<file path="src/rtl/avalon_rw8_arbiter_pkg.sv">
// Shared encodings for the two-master RW8 Avalon arbiter and its grant logic.
package avalon_rw8_arbiter_pkg;

  typedef enum logic [1:0] {
    ST_IDLE   = 2'd0,
    ST_ACCESS = 2'd1,
    ST_DONE   = 2'd2
  } arb_state_t;

  localparam logic PORT_A = 1'b0;
  localparam logic PORT_B = 1'b1;

  localparam logic [7:0] TO_DATA_DEFAULT = 8'hFF;

endpackage

</file>
<file path="src/rtl/avalon_rr_arb2.sv">
// Two-request round-robin grant. The grant is combinational; the last-grant
// register only moves when the owner accepts the grant with load.
module avalon_rr_arb2
  import avalon_rw8_arbiter_pkg::*;
(
  input  logic csi_MCLK_clk,
  input  logic rsi_MRST_reset_n,
  input  logic req_a,
  input  logic req_b,
  input  logic load,
  output logic gnt_valid,
  output logic gnt_sel
);

  logic last_q;

  // Pick the port that did not win last time on a tie, else the lone requester.
  always_comb begin
    gnt_valid = req_a | req_b;
    gnt_sel   = PORT_A;
    if (req_a & req_b) begin
      gnt_sel = ~last_q;
    end else if (req_b) begin
      gnt_sel = PORT_B;
    end
  end

  // Remember the accepted grant; B at reset so A wins the first tie.
  always_ff @(posedge csi_MCLK_clk or negedge rsi_MRST_reset_n) begin
    if (!rsi_MRST_reset_n) begin
      last_q <= PORT_B;
    end else if (load & gnt_valid) begin
      last_q <= gnt_sel;
    end
  end

endmodule

</file>
<file path="src/rtl/avalon_rw8_arbiter.sv">
// Two-master to one-slave arbiter for 8-bit Avalon-MM register slaves.
// One transfer in flight; slave-side address/data/command are registered.
//
// state     | meaning
// ----------+---------------------------------------------------------------
// ST_IDLE   | no transfer; arbitrate and latch the winner's request
// ST_ACCESS | command on the slave bus; wait for settle + waitrequest low
// ST_DONE   | one-cycle done pulse to the selected master, readdata valid
module avalon_rw8_arbiter
  import avalon_rw8_arbiter_pkg::*;
#(
  parameter int         SETTLE  = 2,
  parameter int         TIMEOUT = 64,
  parameter logic [7:0] TO_DATA = TO_DATA_DEFAULT
) (
  input  logic       csi_MCLK_clk,
  input  logic       rsi_MRST_reset_n,
  input  logic [5:0] avs_a_address,
  input  logic [7:0] avs_a_writedata,
  output logic [7:0] avs_a_readdata,
  input  logic       avs_a_write,
  input  logic       avs_a_read,
  output logic       avs_a_waitrequest,
  input  logic [5:0] avs_b_address,
  input  logic [7:0] avs_b_writedata,
  output logic [7:0] avs_b_readdata,
  input  logic       avs_b_write,
  input  logic       avs_b_read,
  output logic       avs_b_waitrequest,
  output logic [5:0] avm_address,
  output logic [7:0] avm_writedata,
  input  logic [7:0] avm_readdata,
  output logic       avm_write,
  output logic       avm_read,
  input  logic       avm_waitrequest,
  output logic       coe_timeout,
  input  logic       coe_timeout_clr
);

  // Slaves with a late-registered waitrequest look ready for SETTLE-1 cycles.
  localparam logic [7:0] SETTLE_M1 = 8'(SETTLE - 1);
  localparam logic [7:0] TO_LAST   = 8'(TIMEOUT - 1);
  localparam logic [7:0] TO_SAT    = 8'(TIMEOUT);

  arb_state_t state_q, state_d;
  logic [7:0] cnt_q;
  logic       sel_q;
  logic       done_a_q, done_b_q;
  logic       req_a, req_b;
  logic       gnt_valid, gnt_sel;
  logic       grant, xfer_ok, xfer_to, finish;
  logic [7:0] rdata_cap;

  assign req_a = avs_a_read | avs_a_write;
  assign req_b = avs_b_read | avs_b_write;

  assign avs_a_waitrequest = req_a & ~done_a_q;
  assign avs_b_waitrequest = req_b & ~done_b_q;

  avalon_rr_arb2 u_arb (
    .csi_MCLK_clk     (csi_MCLK_clk),
    .rsi_MRST_reset_n (rsi_MRST_reset_n),
    .req_a            (req_a),
    .req_b            (req_b),
    .load             (grant),
    .gnt_valid        (gnt_valid),
    .gnt_sel          (gnt_sel)
  );

  // State register.
  always_ff @(posedge csi_MCLK_clk or negedge rsi_MRST_reset_n) begin
    if (!rsi_MRST_reset_n) begin
      state_q <= ST_IDLE;
    end else begin
      state_q <= state_d;
    end
  end

  // Next state plus grant / completion / timeout decode.
  always_comb begin
    state_d = state_q;
    grant   = 1'b0;
    xfer_ok = 1'b0;
    xfer_to = 1'b0;
    case (state_q)
      ST_IDLE: begin
        if (gnt_valid) begin
          grant   = 1'b1;
          state_d = ST_ACCESS;
        end
      end
      ST_ACCESS: begin
        xfer_ok = (cnt_q >= SETTLE_M1) & ~avm_waitrequest;
        xfer_to = ~xfer_ok & (cnt_q == TO_LAST);
        if (xfer_ok | xfer_to) begin
          state_d = ST_DONE;
        end
      end
      ST_DONE: state_d = ST_IDLE;
      default: state_d = ST_IDLE;
    endcase
  end

  assign finish    = xfer_ok | xfer_to;
  assign rdata_cap = xfer_to ? TO_DATA : avm_readdata;

  // Slave-side request registers, access counter, done pulses and readdata.
  always_ff @(posedge csi_MCLK_clk or negedge rsi_MRST_reset_n) begin
    if (!rsi_MRST_reset_n) begin
      cnt_q          <= 8'd0;
      sel_q          <= PORT_A;
      avm_address    <= 6'd0;
      avm_writedata  <= 8'd0;
      avm_read       <= 1'b0;
      avm_write      <= 1'b0;
      done_a_q       <= 1'b0;
      done_b_q       <= 1'b0;
      avs_a_readdata <= 8'd0;
      avs_b_readdata <= 8'd0;
    end else begin
      done_a_q <= 1'b0;
      done_b_q <= 1'b0;
      if (grant) begin
        sel_q         <= gnt_sel;
        cnt_q         <= 8'd0;
        avm_address   <= (gnt_sel == PORT_B) ? avs_b_address : avs_a_address;
        avm_writedata <= (gnt_sel == PORT_B) ? avs_b_writedata : avs_a_writedata;
        // read wins when a master raises both commands
        avm_read      <= (gnt_sel == PORT_B) ? avs_b_read : avs_a_read;
        avm_write     <= (gnt_sel == PORT_B) ? (avs_b_write & ~avs_b_read)
                                             : (avs_a_write & ~avs_a_read);
      end else if ((state_q == ST_ACCESS) && (cnt_q != TO_SAT)) begin
        cnt_q <= cnt_q + 8'd1;
      end
      if (finish) begin
        avm_read  <= 1'b0;
        avm_write <= 1'b0;
        if (sel_q == PORT_B) begin
          done_b_q <= 1'b1;
          if (avm_read) avs_b_readdata <= rdata_cap;
        end else begin
          done_a_q <= 1'b1;
          if (avm_read) avs_a_readdata <= rdata_cap;
        end
      end
    end
  end

  // Sticky timeout flag; a new timeout beats a same-cycle clear.
  always_ff @(posedge csi_MCLK_clk or negedge rsi_MRST_reset_n) begin
    if (!rsi_MRST_reset_n) begin
      coe_timeout <= 1'b0;
    end else if (xfer_to) begin
      coe_timeout <= 1'b1;
    end else if (coe_timeout_clr) begin
      coe_timeout <= 1'b0;
    end
  end

endmodule

</file>
<file path="config.mk">
export PLATFORM = sky130hd
export DESIGN_NAME = avalon_rw8_arbiter
export DESIGN_NICKNAME = d
export VERILOG_FILES = /design/src/rtl/avalon_rw8_arbiter_pkg.sv /design/src/rtl/avalon_rr_arb2.sv /design/src/rtl/avalon_rw8_arbiter.sv
export SDC_FILE = /design/constraint.sdc
export NUM_CORES = 1
export LEC_CHECK = 0
export ABC_AREA = 1
export ABC_CLOCK_PERIOD_IN_PS = 1750
export BUFFER_PORTS_ARGS = -buffer_cell sky130_fd_sc_hd__buf_2
export CAP_MARGIN = 10
export CORE_ASPECT_RATIO = 0.75
export CORE_MARGIN = 3
export CORE_UTILIZATION = 50
export DETAILED_ROUTE_END_ITERATION = 8
export GPL_ROUTABILITY_DRIVEN = 0
export PLACE_DENSITY = 0.79
export SLEW_MARGIN = 20
export SYNTH_ARGS = -nofsm -noshare
export SYNTH_HDL_FRONTEND = slang
export SYNTH_SLANG_ARGS = --single-unit
</file>
<file path="constraint.sdc">
create_clock -name csi_MCLK_clk -period 1.75 [get_ports csi_MCLK_clk]
set_input_delay 0.0875 -clock csi_MCLK_clk [delete_from_list [all_inputs] [get_ports csi_MCLK_clk]]
set_output_delay 0.0875 -clock csi_MCLK_clk [all_outputs]
set_load 0.05 [all_outputs]
</file>
## After elaboration in Yosys (flattened, before gate mapping)

Index checks and enable logic that the tools add are counted.

| word-level totals | value |
|---|---|
| bits in registers | 47 |

| operators by class | value |
|---|---|
| add/subtract/negate cells | 1 |
| order comparisons | 1 |
| equal/unequal tests | 5 |
| muxes and demuxes | 26 |
| bitwise gates (word level) | 21 |
| reduce and logical (&&, ||, !) cells | 8 |

Operator list:

| operator | number |
|---|---|
| $mux 8 | 4 |
| $mux 1 | 18 |
| $add 8x1->8 const B | 1 |
| $and 1x1->1 | 8 |
| $eq 8x6->1 const B | 1 |
| $ge 8x1->1 const B | 1 |
| $ne 8x7->1 const B | 1 |
| $not 1->1 | 8 |
| $mux 6 | 1 |
| $reduce_and 3->1 | 2 |
| $reduce_bool 2->1 | 3 |
| $or 1x1->1 | 5 |
| $mux 2 | 2 |
| $pmux 2 s2 | 1 |
| $eq 2x1->1 const B | 1 |
| $logic_not 2->1 | 1 |
| $ne 2x1->1 const B | 1 |
| $ne 2x2->1 const B | 1 |
| $reduce_and 2->1 | 1 |
| $logic_and 1x1->1 | 1 |

## Depth between registers and ports, before layout

| logic depth | value |
|---|---|
| depth in word-level cells | 7 |
| depth in mapped cells | 12 |
| depth with buffers taken out | 11 |

## Hierarchy

Synthesis repeated with hierarchy kept, for this count alone.

| second synthesis, totals | value |
|---|---|
| cell total of the unflattened synthesis | 298 |
| area, all modules | 2368.5 µm² |

By module, submodules not included:

| module | instances | cells an instance | area an instance (µm²) |
|---|---|---|---|
| avalon_rw8_arbiter | 1 | 290 | 2308.5 |
| avalon_rr_arb2 | 1 | 8 | 60.1 |

## Worst setup path before layout

OpenSTA, ideal clock, no wires.

| timing path | value |
|---|---|
| kind | flip-flop to flip-flop |
| start point | register cnt_q[0] |
| end point | register avs_a_readdata[0] |
| library setup time | 0.066 ns |
| data arrival time | 1.429 ns |
| data required time | 1.684 ns |
| slack | 0.255 ns |
| stages on the path, launching flop included | 12 |
| path buffers | 1 |
| clock period less this slack | 1.495 ns |
| cells stage by stage | dfrtp_1 -> inv_1 -> ha_1 -> nand2_1 -> nor2_2 -> nand2_4 -> nand2_2 -> nand2_4 -> nand2_8 -> buf_12 -> nand3_1 -> nand2_1 |

| between the ends | value |
|---|---|
| word-level cells in the longest chain between the ends | 7 |
| elaborated cells on any way between the ends | 10 |
| classes of those cells | 1 x order compare; 1 x eq/ne; 3 x mux; 4 x bitwise; 1 x reduce/logical |

RTL lines:

| what | RTL line | text |
|---|---|---|
| start: declaration | avalon_rw8_arbiter.sv:46 | `logic [7:0] cnt_q;` |
| start signal: assignment | avalon_rw8_arbiter.sv:133 | `cnt_q <= cnt_q + 8'd1;` |
| $ge 8x1->1 | avalon_rw8_arbiter.sv:93 | `xfer_ok = (cnt_q >= SETTLE_M1) & ~avm_waitrequest;` |
| $and 1x1->1 | avalon_rw8_arbiter.sv:93 |  |
| $not 1->1 | avalon_rw8_arbiter.sv:94 | `xfer_to = ~xfer_ok & (cnt_q == TO_LAST);` |
| $and 1x1->1 | avalon_rw8_arbiter.sv:94 |  |
| $mux 1 | avalon_rw8_arbiter.sv:85 | `case (state_q)` |
| $or 1x1->1 | avalon_rw8_arbiter.sv:104 | `assign finish = xfer_ok \| xfer_to;` |
| $reduce_and 3->1 (no source line) | - |  |
| end signal: assignment | avalon_rw8_arbiter.sv:143 | `if (avm_read) avs_a_readdata <= rdata_cap;` |
| end: declaration | avalon_rw8_arbiter.sv:20 | `output logic [7:0] avs_a_readdata,` |

Parallel ways exist; a longest one is shown, timed or not.
A chain may end at the register's enable or synchronous reset.

## Final worst setup path

| timing path | value |
|---|---|
| start point | register cnt_q[0] |
| end point | register avs_a_readdata[1] |

The elaborated chain is that of the path after synthesis.

==> qor.log <==
[worst_hold_path] number of stages on the worst hold path 3
[synthesis] synth cell count leaders sky130_fd_sc_hd__nand2_1 (85), sky130_fd_sc_hd__dfrtp_1 (46), sky130_fd_sc_hd__nor2_1 (30)
[synthesis] count of flip-flops with a built-in enable after synthesis 0
[worst_setup_path] Worst path slowest cell sky130_fd_sc_hd__dfrtp_2
[worst_setup_path] endpoint of the worst register-to-register path avs_a_readdata[1]
[finish] Syn-to-layout area delta 30.92%
[worst_setup_path] signal arrival time at the worst endpoint 2000 ps
[worst_setup_path] R2R depth 11
[outcome] violated checks negative setup slack
[worst_setup_path] internal reg-to-reg setup slack -10 ps
[drt] routed wire length 6.681 mm
[drt] total number of vias 2368
[die] Starting Density 54.91%
[power] leak pwr 0.001686 µW
[worst_hold_path] worst hold start avs_b_address[4]
[sta] highest attainable clock frequency 0.5667 GHz
[clock_network] number of buffers inserted during clock tree synthesis 5
[die] Die W 85.39 µm
[grt] first-pass GRT wire length 10.42 mm
[die] num rows 20
[clock_network] cell at the root of the clock tree sky130_fd_sc_hd__clkbuf_8
[placement] half-perimeter wire length after detailed placement 4.678 mm
[worst_setup_path] cell repeated most along the worst path sky130_fd_sc_hd__nand2_4
[sta] final worst-path cycle share 100.8%
[outcome] outcome finished, violations left
[drt] remaining antenna violation count 0
[power] maximum ir drop on the vdd rail 0.001344 V
[die] core outline area 4304 µm²
[power] design internal power 2846 µW
[worst_hold_path] hold worst-path end avm_address[4]
[power] net switching share of the total power 54.13%
[finish] count of filler cells inserted in the layout 331
[synthesis] Yosys top cell by area sky130_fd_sc_hd__dfrtp_1
[clock_network] CTS sink cnt 47
[synthesis] register bit total from synthesis 47
[worst_setup_path] Max FO, Critical Path 8
[synthesis] average instance area after synthesis 8.150 µm²
[sta] final setup violation count 1
[sta] Max Clock Skew 3.650 ps
[clock_network] clock tree from TritonCTS yes
[sta] final count of hold timing violations 0
[drt] initial detailed-routing violation count 211
[sta] final setup margin -14.49 ps
[clock_network] insertion delay of the later-clocked pin in the worst-skew pair 300 ps
[worst_setup_path] startpoint type of the worst setup path flop
[sta] relative slew slack 63.66%
[finish] Non-Filler Instances 441
[worst_setup_path] Reg-to-Reg Start cnt_q[0]
[job] number of max-cap violations 0
[worst_setup_path] Cell Chain, Critical Path inv_2 -> ha_1 -> nand2_1 -> nor2_4 -> nand2_4 -> nand2_4 -> nand2_8 -> buf_4 -> nand2_4 -> nand3_1 -> nand2_1
[power] Overall Power 6205 µW
[grt] global routing usage summed across all routing layers 23.65%
[clock_network] H-Tree Depth 2
[sta] total negative slack -14.49 ps
[power] cell area power density 2005 nW/µm²
[worst_setup_path] peak per-stage delay on the critical path 460 ps
[worst_setup_path] data required time of the critical path 1980 ps
[power] switching power of the nets 3359 µW
[grt] via count of the first global-routing pass 2212
[drt] DR vias/cell 5.370
[worst_setup_path] CP Class reg -> reg
[clock_network] Clock Pin Slew Worst Setup and Hold Paths 90 ps
[drt] first-pass detailed-route iteration total 5
[worst_setup_path] crit end category flop
[synthesis] asr flop ratio synth 100.0%
[sta] Final Max Slew Viols 0
[synthesis] Post-Synthesis Net Count 338
[finish] fraction of final layout cells sized beyond drive strength 1 34.72%
[power] relative contribution of the clock network to total power 13.6%
[worst_setup_path] buffers and inverters on the worst path 2
[synthesis] combined area of all synthesized cells 2364 µm²
[power] combinational power share 56.5%
[synthesis] number of instances in the synthesized netlist 290
[drt] Routed wire per std cell 15.15 µm
[placement] number of buffers inserted by port buffering 78
[placement] instance count after placement with tap cells included 422
[worst_hold_path] worst min path class in -> reg
[synthesis] yosys warns 0
[synthesis] share of the yosys chip area belonging to registers 49.81%
[synthesis] Cell variety after synth 27
[power] sequential share of power 29.9%
[worst_setup_path] crit-path leading delay family simple AND/OR/NAND/NOR gates
[synthesis] top cells by area in the synthesized netlist sky130_fd_sc_hd__dfrtp_1 (49%), sky130_fd_sc_hd__nand2_1 (13%), sky130_fd_sc_hd__o21ai_0 (5.9%), sky130_fd_sc_hd__nand3_1 (5.3%), sky130_fd_sc_hd__nor2_1 (4.8%)
[grt] pin count of the biggest net entering global routing 22
[drt] Residual DRC 0
[grt] initial antenna violation count 0
[synthesis] share of Yosys cell area claimed by the top area cell type 48.70%
[finish] antenna cells 0
[sta] min cycle time layout 1764 ps
[worst_setup_path] Levels on crit path 11
[finish] post-layout utilization of the core 71.89%
[die] die area 5596 µm²
[clock_network] Bufs on Longest Clock Path 2
[synthesis] predominant post-synthesis flop cell sky130_fd_sc_hd__dfrtp_1
[die] number of placed I/O pins 79
[die] chip height 65.54 µm
[grt] leftover overflow at the end of global routing 0
[sta] Slew @ Worst Pin 544.5 ps
[finish] nets 433
[synthesis] most common cell in the synthesized netlist sky130_fd_sc_hd__nand2_1
worst max path at each step:
stage	start	endpoint	slack [ps]
after floorplan	cnt_q[0]	avs_a_readdata[0]	260
after global placement	cnt_q[0]	cnt_q[0]	210
after detailed placement	cnt_q[0]	avm_write	80
after CTS	cnt_q[0]	avs_a_readdata[6]	60
after global routing	cnt_q[0]	avs_a_readdata[1]	-90
final	cnt_q[0]	avs_a_readdata[1]	-10
metrics by stage:
step	instance area, µm²	hold slack, ps	setup slack (ps)
after detailed placement	2816	60.11	83.53
after CTS	2954	37.83	63.32
final	3094	42.50	-14.49
after global placement	2816	60.61	209.2
after floorplan	2364	-208.1	255.3
after global routing	3094	47.96	-87.71
state kept, by name, indices dropped and copies added (netlist names):
| name | cells |
|---|---|
| cnt_q | 8 |
| avs_a_readdata | 8 |
| sel_q | 1 |
| avm_writedata | 8 |
| avm_read | 1 |
| avm_address | 6 |
| u_arb.last_q | 1 |
| state_q | 2 |
| done_a_q | 1 |
| avm_write | 1 |
| done_b_q | 1 |
| avs_b_readdata | 8 |
| coe_timeout | 1 |
layout by cell type (no fill, tap or decap), drive strengths merged:
cell type,n
nand2,92
buf,91
dfrtp,46
o21ai,39
nor2,33
inv,30
nand3,29
clkbuf,6
ha,4
nand4,3
a21oi,2
xor2,2
dlygate4sd3,2
clkinv,2
nor3,1
o22ai,1
and3,1
bufinv,1
dfstp,1
worst reg2reg max path, cell delays in order, from the launching register on:
cell and delay, ps:
sky130_fd_sc_hd__dfrtp_2 460, sky130_fd_sc_hd__inv_2 90, sky130_fd_sc_hd__ha_1 160, sky130_fd_sc_hd__nand2_1 90, sky130_fd_sc_hd__nor2_4 120, sky130_fd_sc_hd__nand2_4 90
sky130_fd_sc_hd__nand2_4 100, sky130_fd_sc_hd__nand2_8 70, sky130_fd_sc_hd__buf_4 170, sky130_fd_sc_hd__nand2_4 120, sky130_fd_sc_hd__nand3_1 120, sky130_fd_sc_hd__nand2_1 110
routing by layer:
layer / GRT usage [%] / part of all wire, %
met1: 31.99 / 43
met2: 36.63 / 48
met3: 6.892 / 7.1
met4: 7.708 / 2.2
met5: 0 / 0
cell type report:
cell class / instances / area, µm² / share of cell area, %
sequential: 47 / 1180 / 38.13
multi-input combinational: 207 / 1091 / 35.26
timing repair buffer: 93 / 520.5 / 16.82
inverter: 31 / 116.4 / 3.761
clock buffer: 6 / 82.58 / 2.669
tap: 55 / 68.82 / 2.224
clock inverter: 2 / 35.03 / 1.132
cells by family (layout without fill, tap and decap cells):
family | after synthesis | after routing | synth area share (%)
buffers and inverters | 37 | 132 | 6.775
DFF | 47 | 47 | 49.81
xor gates and xnor gates | 2 | 2 | 0.7413
and+or+nand+nor | 158 | 159 | 31.34
adders and majority gates | 4 | 4 | 2.118
AOI/OAI and AO/OA | 42 | 42 | 9.211
timing repair:
action,in CTS,in global routing
endpoints found under the setup margin,0,21
hold buffers,2,0
setup buffers,0,8
hold endpoints to repair,19,0
resized for setup,0,21
power groups by stage:
stage / registers, µW / logic, µW / clock network (µW)
2_1_floorplan: 3060 / 1320 / 0
3_3_place_gp: 1830 / 3310 / 0
3_5_place_dp: 1840 / 3390 / 0
4_1_cts: 1830 / 3400 / 840
5_1_grt: 1910 / 3750 / 899
6_report: 1860 / 3510 / 843
(Power assumes the default switching activity.)
